`src/rtl/sar_adc_pkg.sv`:
```
// Shared types and default parameters for the SAR ADC controller.
package sar_adc_pkg;

  localparam int unsigned N_DEF          = 12;
  localparam int unsigned SAMPLE_CYC_DEF = 2;
  localparam int unsigned SETTLE_CYC_DEF = 2;

  typedef enum logic [1:0] {
    ST_IDLE    = 2'd0,
    ST_SAMPLE  = 2'd1,
    ST_CONVERT = 2'd2,
    ST_DONE    = 2'd3
  } state_t;

  // Larger of two unsigned values, for sizing the shared phase counter.
  function automatic int unsigned max_u(input int unsigned a, input int unsigned b);
    return (a > b) ? a : b;
  endfunction

endpackage

```
`src/rtl/sar_adc_ctrl_if.sv`:
```
// Bundle between the SAR controller and the analog front end / downstream checker.
//   start       : conversion request            (front end -> controller)
//   comp_in     : comparator, 1 = Vin >= Vdac   (front end -> controller)
//   sample_hold : track phase of the S/H        (controller -> front end)
//   dac_en      : DAC enable during CONVERT     (controller -> front end)
//   dac_code    : current trial code            (controller -> front end)
//   busy        : conversion in progress        (controller -> system)
//   data_out    : last converted word           (controller -> system)
//   valid       : one-cycle strobe, new data    (controller -> system)
interface sar_adc_ctrl_if #(
  parameter int unsigned N = 12
);
  logic         start;
  logic         comp_in;
  logic         sample_hold;
  logic         dac_en;
  logic [N-1:0] dac_code;
  logic         busy;
  logic [N-1:0] data_out;
  logic         valid;

  // Front end / bench side.
  modport master (
    output start, comp_in,
    input  sample_hold, dac_en, dac_code, busy, data_out, valid
  );

  // Controller side.
  modport slave (
    input  start, comp_in,
    output sample_hold, dac_en, dac_code, busy, data_out, valid
  );
endinterface

```
`src/rtl/sar_adc_timer.sv`:
```
// Loadable down-counter with terminal-count flag, reused for the sample and
// per-bit settle windows.
//   clk, rst_n : clock, async active-low reset
//   load       : load load_val (takes priority over dec)
//   load_val   : value to load (window length minus one)
//   dec        : decrement while nonzero
//   tc_c       : combinational flag, counter is at zero
module sar_adc_timer #(
  parameter int unsigned W = 1
) (
  input  logic         clk,
  input  logic         rst_n,
  input  logic         load,
  input  logic [W-1:0] load_val,
  input  logic         dec,
  output logic         tc_c
);

  logic [W-1:0] count;

  // Counter register; saturates at zero.
  always_ff @(posedge clk or negedge rst_n) begin
    if (!rst_n) begin
      count <= '0;
    end else if (load) begin
      count <= load_val;
    end else if (dec && (count != '0)) begin
      count <= count - W'(1);
    end
  end

  assign tc_c = (count == '0);

endmodule

```
`src/rtl/sar_adc_ctrl.sv`:
```
// Successive-approximation ADC controller: samples, then resolves one bit per
// settle window from MSB to LSB against an external comparator, and presents
// the result with a one-cycle valid strobe.
//   clk, rst_n : clock, async active-low reset
//   bus        : sar_adc_ctrl_if slave (start/comp_in in; sample_hold, dac_en,
//                dac_code, busy, data_out, valid out, all registered)
module sar_adc_ctrl
  import sar_adc_pkg::*;
#(
  parameter int unsigned N          = N_DEF,
  parameter int unsigned SAMPLE_CYC = SAMPLE_CYC_DEF,
  parameter int unsigned SETTLE_CYC = SETTLE_CYC_DEF
) (
  input  logic                clk,
  input  logic                rst_n,
  sar_adc_ctrl_if.slave       bus
);

  localparam int unsigned CNT_RAW = $clog2(max_u(SAMPLE_CYC, SETTLE_CYC));
  localparam int unsigned CNT_W   = (CNT_RAW < 1) ? 1 : CNT_RAW;
  localparam int unsigned IDX_W   = (N > 1) ? $clog2(N) : 1;

  state_t         state;
  logic [IDX_W-1:0] bit_idx;
  logic           sample_hold;
  logic           dac_en;
  logic [N-1:0]   dac_code;
  logic           busy;
  logic [N-1:0]   data_out;
  logic           valid;

  logic           tmr_load_c;
  logic [CNT_W-1:0] tmr_val_c;
  logic           tmr_dec_c;
  logic           tmr_tc_c;

  logic [N-1:0]   trial_bit_c;
  logic [N-1:0]   decided_c;
  logic [N-1:0]   next_trial_c;

  sar_adc_timer #(.W(CNT_W)) u_timer (
    .clk      (clk),
    .rst_n    (rst_n),
    .load     (tmr_load_c),
    .load_val (tmr_val_c),
    .dec      (tmr_dec_c),
    .tc_c     (tmr_tc_c)
  );

  // Timer control: load the window length on each phase/bit entry, else count.
  always_comb begin
    tmr_load_c = 1'b0;
    tmr_val_c  = '0;
    tmr_dec_c  = 1'b0;
    unique case (state)
      ST_IDLE: begin
        if (bus.start) begin
          tmr_load_c = 1'b1;
          tmr_val_c  = CNT_W'(SAMPLE_CYC - 1);
        end
      end
      ST_SAMPLE: begin
        if (tmr_tc_c) begin
          tmr_load_c = 1'b1;
          tmr_val_c  = CNT_W'(SETTLE_CYC - 1);
        end else begin
          tmr_dec_c = 1'b1;
        end
      end
      ST_CONVERT: begin
        if (tmr_tc_c && (bit_idx != '0)) begin
          tmr_load_c = 1'b1;
          tmr_val_c  = CNT_W'(SETTLE_CYC - 1);
        end else begin
          tmr_dec_c = 1'b1;
        end
      end
      default: begin
        tmr_dec_c = 1'b0;
      end
    endcase
  end

  // Bit decision: drop the trial bit if Vin < Vdac, then arm the next lower bit.
  always_comb begin
    trial_bit_c  = N'(1) << bit_idx;
    decided_c    = bus.comp_in ? dac_code : (dac_code & ~trial_bit_c);
    next_trial_c = decided_c | (trial_bit_c >> 1);
  end

  // Controller FSM with registered outputs.
  always_ff @(posedge clk or negedge rst_n) begin
    if (!rst_n) begin
      state       <= ST_IDLE;
      bit_idx     <= '0;
      sample_hold <= 1'b0;
      dac_en      <= 1'b0;
      dac_code    <= '0;
      busy        <= 1'b0;
      data_out    <= '0;
      valid       <= 1'b0;
    end else begin
      unique case (state)
        ST_IDLE: begin
          valid <= 1'b0;
          if (bus.start) begin
            state       <= ST_SAMPLE;
            sample_hold <= 1'b1;
            busy        <= 1'b1;
          end
        end
        ST_SAMPLE: begin
          if (tmr_tc_c) begin
            state       <= ST_CONVERT;
            sample_hold <= 1'b0;
            dac_en      <= 1'b1;
            dac_code    <= N'(1) << (N - 1);
            bit_idx     <= IDX_W'(N - 1);
          end
        end
        ST_CONVERT: begin
          if (tmr_tc_c) begin
            if (bit_idx == '0) begin
              // Final code stays on the DAC through DONE, cleared on exit.
              state    <= ST_DONE;
              dac_en   <= 1'b0;
              dac_code <= decided_c;
              data_out <= decided_c;
              valid    <= 1'b1;
            end else begin
              dac_code <= next_trial_c;
              bit_idx  <= bit_idx - IDX_W'(1);
            end
          end
        end
        ST_DONE: begin
          state    <= ST_IDLE;
          valid    <= 1'b0;
          busy     <= 1'b0;
          dac_code <= '0;
        end
        default: begin
          state <= ST_IDLE;
        end
      endcase
    end
  end

  assign bus.sample_hold = sample_hold;
  assign bus.dac_en      = dac_en;
  assign bus.dac_code    = dac_code;
  assign bus.busy        = busy;
  assign bus.data_out    = data_out;
  assign bus.valid       = valid;

endmodule

```
`src/flat_wrapper.sv`:
```
// flat-port wrapper written by rule: the top's interface ports become plain ports
module sar_adc_ctrl_flat import sar_adc_pkg::*;
#(
  parameter int unsigned N          = N_DEF,
  parameter int unsigned SAMPLE_CYC = SAMPLE_CYC_DEF,
  parameter int unsigned SETTLE_CYC = SETTLE_CYC_DEF
)
  (clk, rst_n, bus_start, bus_comp_in, bus_sample_hold, bus_dac_en, bus_dac_code, bus_busy, bus_data_out, bus_valid);
  sar_adc_ctrl_if #(.N(N)) bus_i ();
  input  logic clk;
  input  logic rst_n;
  input wire logic [$bits(bus_i.start)-1:0] bus_start;
  input wire logic [$bits(bus_i.comp_in)-1:0] bus_comp_in;
  output wire logic [$bits(bus_i.sample_hold)-1:0] bus_sample_hold;
  output wire logic [$bits(bus_i.dac_en)-1:0] bus_dac_en;
  output wire logic [$bits(bus_i.dac_code)-1:0] bus_dac_code;
  output wire logic [$bits(bus_i.busy)-1:0] bus_busy;
  output wire logic [$bits(bus_i.data_out)-1:0] bus_data_out;
  output wire logic [$bits(bus_i.valid)-1:0] bus_valid;
  assign bus_i.start = bus_start;
  assign bus_i.comp_in = bus_comp_in;
  assign bus_sample_hold = bus_i.sample_hold;
  assign bus_dac_en = bus_i.dac_en;
  assign bus_dac_code = bus_i.dac_code;
  assign bus_busy = bus_i.busy;
  assign bus_data_out = bus_i.data_out;
  assign bus_valid = bus_i.valid;
  sar_adc_ctrl #(.N(N), .SAMPLE_CYC(SAMPLE_CYC), .SETTLE_CYC(SETTLE_CYC)) u_core (.clk(clk), .rst_n(rst_n), .bus(bus_i));
endmodule
```
`config.mk`:
```
export PLATFORM = sky130hd
export DESIGN_NAME = sar_adc_ctrl_flat
export DESIGN_NICKNAME = d
export VERILOG_FILES = /design/src/rtl/sar_adc_pkg.sv /design/src/rtl/sar_adc_ctrl_if.sv /design/src/rtl/sar_adc_timer.sv /design/src/rtl/sar_adc_ctrl.sv /design/src/flat_wrapper.sv
export SDC_FILE = /design/constraint.sdc
export NUM_CORES = 1
export LEC_CHECK = 0
export CAP_MARGIN = 20
export CELL_PAD_IN_SITES_DETAIL_PLACEMENT = 1
export CELL_PAD_IN_SITES_GLOBAL_PLACEMENT = 1
export CORE_ASPECT_RATIO = 1.1
export CORE_UTILIZATION = 41
export CTS_CLUSTER_DIAMETER = 120
export DETAILED_ROUTE_END_ITERATION = 8
export HOLD_SLACK_MARGIN = 0.05
export PLACE_DENSITY_LB_ADDON = 0.1
export SKIP_CTS_REPAIR_TIMING = 1
export SYNTH_ARGS = -nofsm -noshare
export SYNTH_HDL_FRONTEND = slang
export SYNTH_SLANG_ARGS = --single-unit
```
`constraint.sdc`:
```
create_clock -name clk -period 2.54 [get_ports clk]
set_input_delay 0.381 -clock clk [delete_from_list [all_inputs] [get_ports clk]]
set_output_delay 0.381 -clock clk [all_outputs]
set_load 0.02 [all_outputs]
```
# --- Yosys cells after proc, flatten, opt, wreduce, memory -nomap -nowiden ---
# Index checks and enable logic that the tools add are counted.
word_totals:
  out_inout_bits: 28
  inputBits: 4
  ff_bits: 35
  elab_cells: 78
classes:
  reduce_logical: 20
  n_shift: 1
  mux: 34
  bitwise: 4
  add_sub_neg: 2
  eq_ne: 8
ops:
  columns: ["op", "n"]
  rows:
  - ["12-bit two-way mux", 4]
  - ["12-bit case mux with 3 select lines", 1]
  - ["1-bit two-way mux", 14]
  - ["12-bit AND", 1]
  - ["4-bit two-way mux", 3]
  - ["12-bit NOT", 1]
  - ["12-bit by 11-bit OR with 12-bit output", 1]
  - ["3-bit AND reduction", 4]
  - ["4-bit AND reduction", 3]
  - ["1-bit by 4-bit left shift with 12-bit output, first input constant", 1]
  - ["1-bit case mux with 2 select lines", 5]
  - ["2-bit nonzero test", 5]
  - ["2-bit two-way mux", 4]
  - ["2-bit != test, second input constant", 4]
  - ["2-bit case mux with 4 select lines", 1]
  - ["4-bit case mux with 2 select lines", 1]
  - ["2-bit equality test, second input constant", 2]
  - ["4-bit logical NOT", 1]
  - ["4-bit nonzero test", 1]
  - ["4-bit by 1-bit subtractor with 4-bit output, second input constant", 1]
  - ["1-bit case mux with 3 select lines", 1]
  - ["3-bit nonzero test", 1]
  - ["2-bit by 1-bit equality test with 1-bit output, second input constant", 1]
  - ["1-bit logical AND", 2]
  - ["6 further kinds", 6]

# --- Logic depth before layout (Yosys ltp) ---
# Gate-level depths: netlist of run 1.
logic_depth:
  word_depth: 8
  mapped_depth: 7
  ltp_nobuf: 5

# --- Hierarchy ---
# From an unflattened synthesis of run 1, not the netlist that was laid out.
hier_totals:
  hier_cells: 196
  area_unflattened_um2: 1861.8
modules_own_cells:
  columns: ["module", "seq_area_each_um2", "instances", "area_each_um2", "cells_per_inst"]
  rows:
  - ["sar_adc_ctrl", 850.8, 1, 1816.7, 192]
  - ["sar_adc_timer", 25.0, 1, 45.0, 4]

# --- Least setup slack after synthesis of run 1 ---
# OpenSTA, ideal clock, no wires.
synth_path:
  path_type: "flip-flop to flip-flop"
  start: "register u_core.bit_idx[0]"
  end: "register u_core.data_out[7] (netlist: u_core.bus.data_out[7])"
  setup_time_ns: 0.125
  n_path_buf: 1
  arrival_time_ns: 1.730
  setup_slack_ns: 0.685
  path_stages_with_launch: 7
  required_ns: 2.415
  period_less_slack_ns: 1.855
  path_cell_list: "dfrtp_1 inv_1 ha_1 or3b_4 nand2b_4 buf_6 mux2_4"
synth_via:
  elab_chain_len: 4
  elab_cells_between_ends: 6
  cone_classes: "1 x shift; 1 x mux; 2 x bitwise; 2 x reduce/logical"
synth_lines:
  columns: ["element", "line_no", "source"]
  rows:
  - ["start, declared", "sar_adc_ctrl.sv:24", "logic [IDX_W-1:0] bit_idx;"]
  - ["start signal, assigned", "sar_adc_ctrl.sv:118", "bit_idx <= IDX_W'(N - 1);"]
  - ["start signal, assigned", "sar_adc_ctrl.sv:132", "bit_idx <= bit_idx - IDX_W'(1);"]
  - ["1-bit by 4-bit left shift with 12-bit output", "sar_adc_ctrl.sv:86", "trial_bit_c = N'(1) << bit_idx;"]
  - ["12-bit NOT", "sar_adc_ctrl.sv:87", "decided_c = bus.comp_in ? dac_code : (dac_code & ~trial_bit_c);"]
  - ["12-bit AND", "sar_adc_ctrl.sv:87", null]
  - ["12-bit two-way mux", "sar_adc_ctrl.sv:87", null]
  - ["end signal, assigned", "sar_adc_ctrl.sv:128", "data_out <= decided_c;"]
  - ["end, declared", "sar_adc_ctrl.sv:29", "logic [N-1:0] data_out;"]
# Parallel ways exist; a longest one is shown, timed or not.
# A chain may end at the register's enable or synchronous reset.

# --- Final worst setup path of run 1 ---
layout_path:
  start: "register u_core.state[0]"
  end: "register u_core.data_out[7] (netlist: u_core.bus.data_out[7])"
layout_via:
  elab_chain_len: 2
layout_lines:
  columns: ["element", "line_no", "source"]
  rows:
  - ["start, declared", "sar_adc_ctrl.sv:23", "state_t state;"]
  - ["start signal, assigned", "sar_adc_ctrl.sv:94", "state <= ST_IDLE;"]
  - ["start signal, assigned", "sar_adc_ctrl.sv:107", "state <= ST_SAMPLE;"]
  - ["start signal, assigned", "sar_adc_ctrl.sv:114", "state <= ST_CONVERT;"]
  - ["2-bit equality test", "sar_adc_ctrl.sv:103", "unique case (state)"]
  - ["3-bit AND reduction (no source line)", null, null]
# Every way passes these cells.

==> results by group, run 1 <==
Finish
  – Share of layout cells above drive strength 1: 12.4%
  – Commonest non-fill, non-tap cell in the layout: dfrtp_1
  – N_diodes: 0
  – Most frequent cells in the layout: dfrtp_1 (35), clkdlybuf4s50_1 (31), o21ai_0 (20)
  – Synthesis-to-finish area growth: 24.8%
  – Final Net Count: 230

Timing
  – Hold Slack: 0.507 ns
  – Final period util: 86.3%
  – Worst-margin pin slew: 0.776 ns
  – Fmax: 0.456 GHz
  – RSZ-0062 raised after global routing: false
  – Fin. Hold Viols: 0
  – Minimum clock period: 2.19 ns
  – Setup Total Neg Slack: 0 ns
  – Max_slew headroom: 48.3%
  – Final setup fails: 0
  – Slew Viols, Final: 0
  – Worst Skew: 0.00602 ns

Power
  – Comb pwr share: 47.7%
  – Pint: 1.71 mW
  – Sw Share: 40.7%
  – Leakage: 1.06 nW
  – Clk pwr share: 20.8%
  – Switching pwr: 1.18 mW
  – PD cells: 1180 mW/mm^2
  – Worst vdd ir: 0.000757 V
  – Seq pwr share: 31.6%

Setup path
  – Kind of critical path: flop to flop
  – Nature of the critical path startpoint: flop
  – CP Launch Point: u_core.state[0]$_DFFE_PN0P_
  – R2r startpoint: u_core.state[0]$_DFFE_PN0P_
  – Crit end category: flop
  – Critical-path maximum fanout: 22
  – WP data arrival: 2.37 ns
  – Worst EP required: 2.72 ns

CTS
  – Root buf cell: clkbuf_8
  – Clock buffer depth: 2
  – Clk_lat worst skew: 0.29 ns
  – CTS tree: done
  – CTS HTree Levels: 2
  – Num Clock Sinks: 35
  – CTS buffer count: 5
  – Clk pin slew, worst setup/hold paths: 0.08 ns

Synthesis
  – Post-synth cell types: 48
  – Sequential element share of the synthesized area: 44.4%
  – Synth Area per Inst: 10.7 sq um
  – Seq cells post-synth: 35
  – EDFF count, synth: 0
  – Syn_nets: 199
  – Yosys warns: 0
  – Post-synth ARST share: 100%
  – Cell count after synthesis: 185
  – Synthesized area: 0.00197 sq mm
  – Ys flop type: dfrtp_1

Global route
  – Grt ovf: 0
  – Overall routing resource usage: 23.0%
  – Met1 usage: 30.6%
  – First-pass GRT wire length: 8570 microns
  – Vias in the first global route: 1661
  – Initial antenna violation count: 0
  – GRT met3 Usage: 5.15%
  – Met2 Use GR: 36.7%
  – Largest net degree at the start of global routing: 36
  – GRT busiest layer: met2

Floorplanning
  – Initial Utilization: 42.7%
  – Die area: 0.00509 sq mm
  – Number of placement rows: 26
  – Core area: 0.00462 sq mm
  – DIE HEIGHT: 74.7 microns
  – Die width: 68.1 microns
  – Top-level port count: 32

Drt
  – DR vias: 1627
  – Initial drt markers: 71
  – WL/cell: 18.9 microns
  – First-pass iteration count of the detailed router: 6
  – Remaining antenna violation count: 0
  – Vias per cell: 5.96
  – Residual DRC count: 0
  – DRT Wirelength: 5150 microns

Outcome
  – Status: completed

Place
  – GPL Wtd Cong: 0.768
  – Post-DP HPWL: 3610 microns
  – Port Buf Inserts: 31

Flow run
  – Max-cap violations: 0

Hold path
  – Worst Hold Class: input port to async pin
-- layout make-up --
cell class	count	area, sq um
repair buffers	35	340
flip-flops and latches	35	876
inverters	14	52.6
multi-input cells	125	988
clock inverters	2	60.1
fillers	515	2160
clock buffers	6	72.6
well taps	56	70.1
-- flip-flops by register name (all words and copies together) (netlist names) --
register                cells
u_core.state                2
u_core.bus.dac_en           1
u_core.bus.sample_hold      1
u_core.bus.dac_code        12
u_core.bus.valid            1
u_core.u_timer.count        1
u_core.bit_idx              4
u_core.bus.busy             1
u_core.bus.data_out        12
-- routing by layer --
metal | vias up | wire (microns)
met4 | 0 | 89
met2 | 31 | 2500
met1 | 834 | 2390
met3 | 8 | 176
met5 | - | 0
li1 | 754 | -
-- Yosys cell counts, drive strengths merged, types with 2 or more instances --
| library cell | n | share of area (%) |
|---|---|---|
| a221oi | 2 | 1.8 |
| or4b | 5 | 2.7 |
| a22o | 3 | 1.3 |
| inv | 14 | 2.7 |
| buf | 4 | 1.3 |
| nand2 | 9 | 1.7 |
| a221o | 4 | 2.0 |
| o22ai | 2 | 0.63 |
| and4bb | 4 | 2.5 |
| clkbuf | 7 | 1.4 |
| nor2 | 3 | 0.57 |
| nor3b | 2 | 1.0 |
| nor2b | 4 | 1.3 |
| dfrtp | 35 | 44 |
| and3 | 8 | 2.5 |
| nand2b | 4 | 1.7 |
| a32o | 5 | 2.5 |
| mux2 | 4 | 2.7 |
| o31ai | 4 | 1.5 |
| o21ai | 21 | 5.3 |
| ha | 10 | 6.3 |
| a21oi | 5 | 1.3 |
| a211o | 3 | 1.3 |
| o211ai | 4 | 1.5 |
| a31oi | 2 | 0.63 |
| a21boi | 3 | 1.1 |
-- metrics by stage --
step           area, sq um  instances  total power, mW  setup WS [ns]  utilization (%)
3_3_place_gp          2330        265             2.24          0.407             50.4
4_1_cts               2460        273             2.92          0.352             53.3
5_1_grt               2460        273             3.10          0.189             53.3
2_1_floorplan         1970        185             1.78          0.685                -
6_report              2460        273             2.89          0.347             53.3
3_5_place_dp          2330        265             2.30          0.355             50.4
-- power by group through the flow --
stage	Clock [mW]	Sequential [mW]	Combinational, mW
4_1_cts	0.617	0.914	1.39
6_report	0.601	0.913	1.38
5_1_grt	0.638	0.947	1.52
3_5_place_dp	0	0.923	1.38
2_1_floorplan	0	0.983	0.794
3_3_place_gp	0	0.908	1.33
-- cells by family (layout without fill, tap and decap cells) --
logic type	count (synthesis)	in the layout	synth area share, %
compound gates	64	64	23.8
buf+inv	25	57	5.40
flops	35	35	44.4
fa+ha+maj	10	10	6.35
mux	5	5	3.17
simple gates	46	46	16.8
-- path summary, 6_finish.rpt --
check / endpoint / slack, ns / depth (start not counted)
min in group clk: u_core.bus.data_out[7]$_DFFE_PN0P_ / 0.52 / 1
min reg2reg: u_core.bus.data_out[7]$_DFFE_PN0P_ / 0.52 / 1
max reg2reg: u_core.bus.data_out[7]$_DFFE_PN0P_ / 0.35 / 5
max: u_core.bus.data_out[7]$_DFFE_PN0P_ / 0.35 / 5
min: u_core.bus.data_out[4]$_DFFE_PN0P_ / 0.51 / 2
max in group asynchronous: u_core.bus.dac_code[0]$_DFFE_PN0P_ / 1.72 / 2
-- critical path, cell delays in order, from the launching register on --
cell	delay, ns
dfrtp_1	0.42
inv_1	0.12
ha_1	0.67
nor2b_1	0.36
nand2b_4	0.18
mux2_4	0.33
Power figures use the tool's default switching activity.
==> inputs of run 2 (changes only) <==
Settings changed: CAP_MARGIN 20 to unset, CORE_UTILIZATION 41 to 49, CTS_BUF_LIST set to sky130_fd_sc_hd__clkbuf_16, DONT_BUFFER_PORTS set to 1.
==> results by group, run 2 (synthesis gave the netlist of run 1 again) <==
CTS
  – Clock buffer depth: 2
  – CTS buffer count: 5
  – Num Clock Sinks: 35
  – Clk pin slew, worst setup/hold paths: 0.05 ns
  – Root buf cell: clkbuf_16
  – CTS tree: done
  – Clk_lat worst skew: 0.27 ns
  – CTS HTree Levels: 2

Finish
  – Most frequent cells in the layout: dfrtp_1 (35), o21ai_0 (20), inv_1 (14)
  – Top Registers: u_core.bus.dac_code (12), u_core.bus.data_out (12), u_core.bit_idx (4)
  – Synthesis-to-finish area growth: 11.4%
  – FILL cells: 398
  – Non-Filler Instances: 237
  – Commonest non-fill, non-tap cell in the layout: dfrtp_1
  – Final Net Count: 200
  – Share of layout cells above drive strength 1: 14.4%
  – Final core occ: 58.7%
  – N_diodes: 0

Place
  – GPL Wtd Cong: 0.789
  – Placed Cells incl. Taps: 227
  – Port Buf Inserts: 0
  – Post-DP HPWL: 3410 microns

Drt
  – Remaining antenna violation count: 0
  – DRT Wirelength: 5040 microns
  – Initial drt markers: 73
  – WL/cell: 21.3 microns
  – Vias per cell: 6.43
  – Residual DRC count: 0
  – DR vias: 1524
  – First-pass iteration count of the detailed router: 4

Setup path
  – Crit end category: flop
  – Critical-path maximum fanout: 14
  – Kind of critical path: flop to flop
  – CP Cell Sequence: inv_1, ha_1, or3b_4, nand2b_4, mux2_4
  – Critical path's largest stage delay: 0.53 ns
  – Nature of the critical path startpoint: flop
  – Flop-to-flop setup slack: 0.35 ns
  – WP data arrival: 2.35 ns
  – Slowest-stage cell, CP: or3b_4
  – Worst EP required: 2.70 ns

Floorplanning
  – Die width: 62.5 microns
  – Initial Utilization: 52.7%
  – Core area: 0.00374 sq mm
  – Top-level port count: 32
  – Die area: 0.00428 sq mm
  – DIE HEIGHT: 68.5 microns
  – Number of placement rows: 23

Timing
  – Slew Viols, Final: 0
  – Final setup fails: 0
  – Minimum clock period: 2.19 ns
  – Final period util: 86.1%
  – Fin. Hold Viols: 0
  – Worst-margin pin slew: 0.570 ns
  – Fmax: 0.457 GHz
  – Worst Skew: 0.00197 ns
  – Setup Total Neg Slack: 0 ns
  – RSZ-0062 raised after global routing: false
  – Max_slew headroom: 62.0%

Global route
  – Vias in the first global route: 1548
  – Grt ovf: 0
  – Largest net degree at the start of global routing: 36
  – Initial antenna violation count: 0
  – First-pass GRT wire length: 7920 microns
  – Overall routing resource usage: 24.5%

Power
  – Leakage: 0.971 nW
  – Worst vdd ir: 0.000645 V
  – Design Power: 2.78 mW
  – PD cells: 1270 mW/mm^2

Hold path
  – Worst Hold Class: input port to flop

Outcome
  – Status: completed

Flow run
  – Max-cap violations: 0
run 2: per-layer routing:
| layer | GRT usage (%) | up-vias | routed length, microns |
|---|---|---|---|
| li1 | - | 694 | - |
| met1 | 29.6 | 775 | 2180 |
| met2 | 42.8 | 51 | 2550 |
| met3 | 6.74 | 4 | 268 |
| met4 | 8.43 | 0 | 39 |
| met5 | 0 | - | 0 |
run 2: layout make-up:
cell class                 instances  area (sq um)  area share [%]
timing repair buffer               5          52.6            2.39
clock inverter                     3          38.8            1.77
tap                               50          62.6            2.85
multi-input combinational        125           988            45.0
sequential                        35           876            39.9
clock buffer                       5           125            5.70
inverter                          14          52.6            2.39
run 2: critical path: cells and delay by family, from the launching register on:
kind	cells	cell delay, ns
AND/OR/NAND/NOR	2	0.77
flip-flops	1	0.44
adder cells (fa/ha/maj)	1	0.38
multiplexers	1	0.32
buffers and inverters	1	0.14
run 2: final timing paths:
path                                                           end                     startpoint  depth (start not counted)
min in group asynchronous       u_core.bus.dac_code[9]$_DFFE_PN0P_                          rst_n                          2
worst min register to register       u_core.bit_idx[0]$_DFFE_PN0P_  u_core.bit_idx[0]$_DFFE_PN0P_                          1
worst min-delay path            u_core.bus.sample_hold$_DFFE_PN0P_                      bus_start                          2
max in group asynchronous       u_core.bus.dac_code[5]$_DFFE_PN0P_                          rst_n                          2
worst max-delay path            u_core.bus.data_out[7]$_DFFE_PN0P_  u_core.bit_idx[0]$_DFFE_PN0P_                          5
worst max register to register  u_core.bus.data_out[7]$_DFFE_PN0P_  u_core.bit_idx[0]$_DFFE_PN0P_                          5
run 2: through the flow:
step	worst slack (ns)	area, sq um	hold WS, ns
after floorplan	0.685	1970	0.0854
final	0.353	2200	0.326
after global placement	0.514	2000	0.0862
after CTS	0.384	2170	-0.206
after global routing	0.279	2200	0.356
after detailed placement	0.396	2000	0.0862
run 2: power by group:
group          internal, mW  leakage, nW  switching [mW]
registers             0.722        0.421           0.353
logic                 0.413        0.469           0.611
clock network         0.457       0.0812           0.225
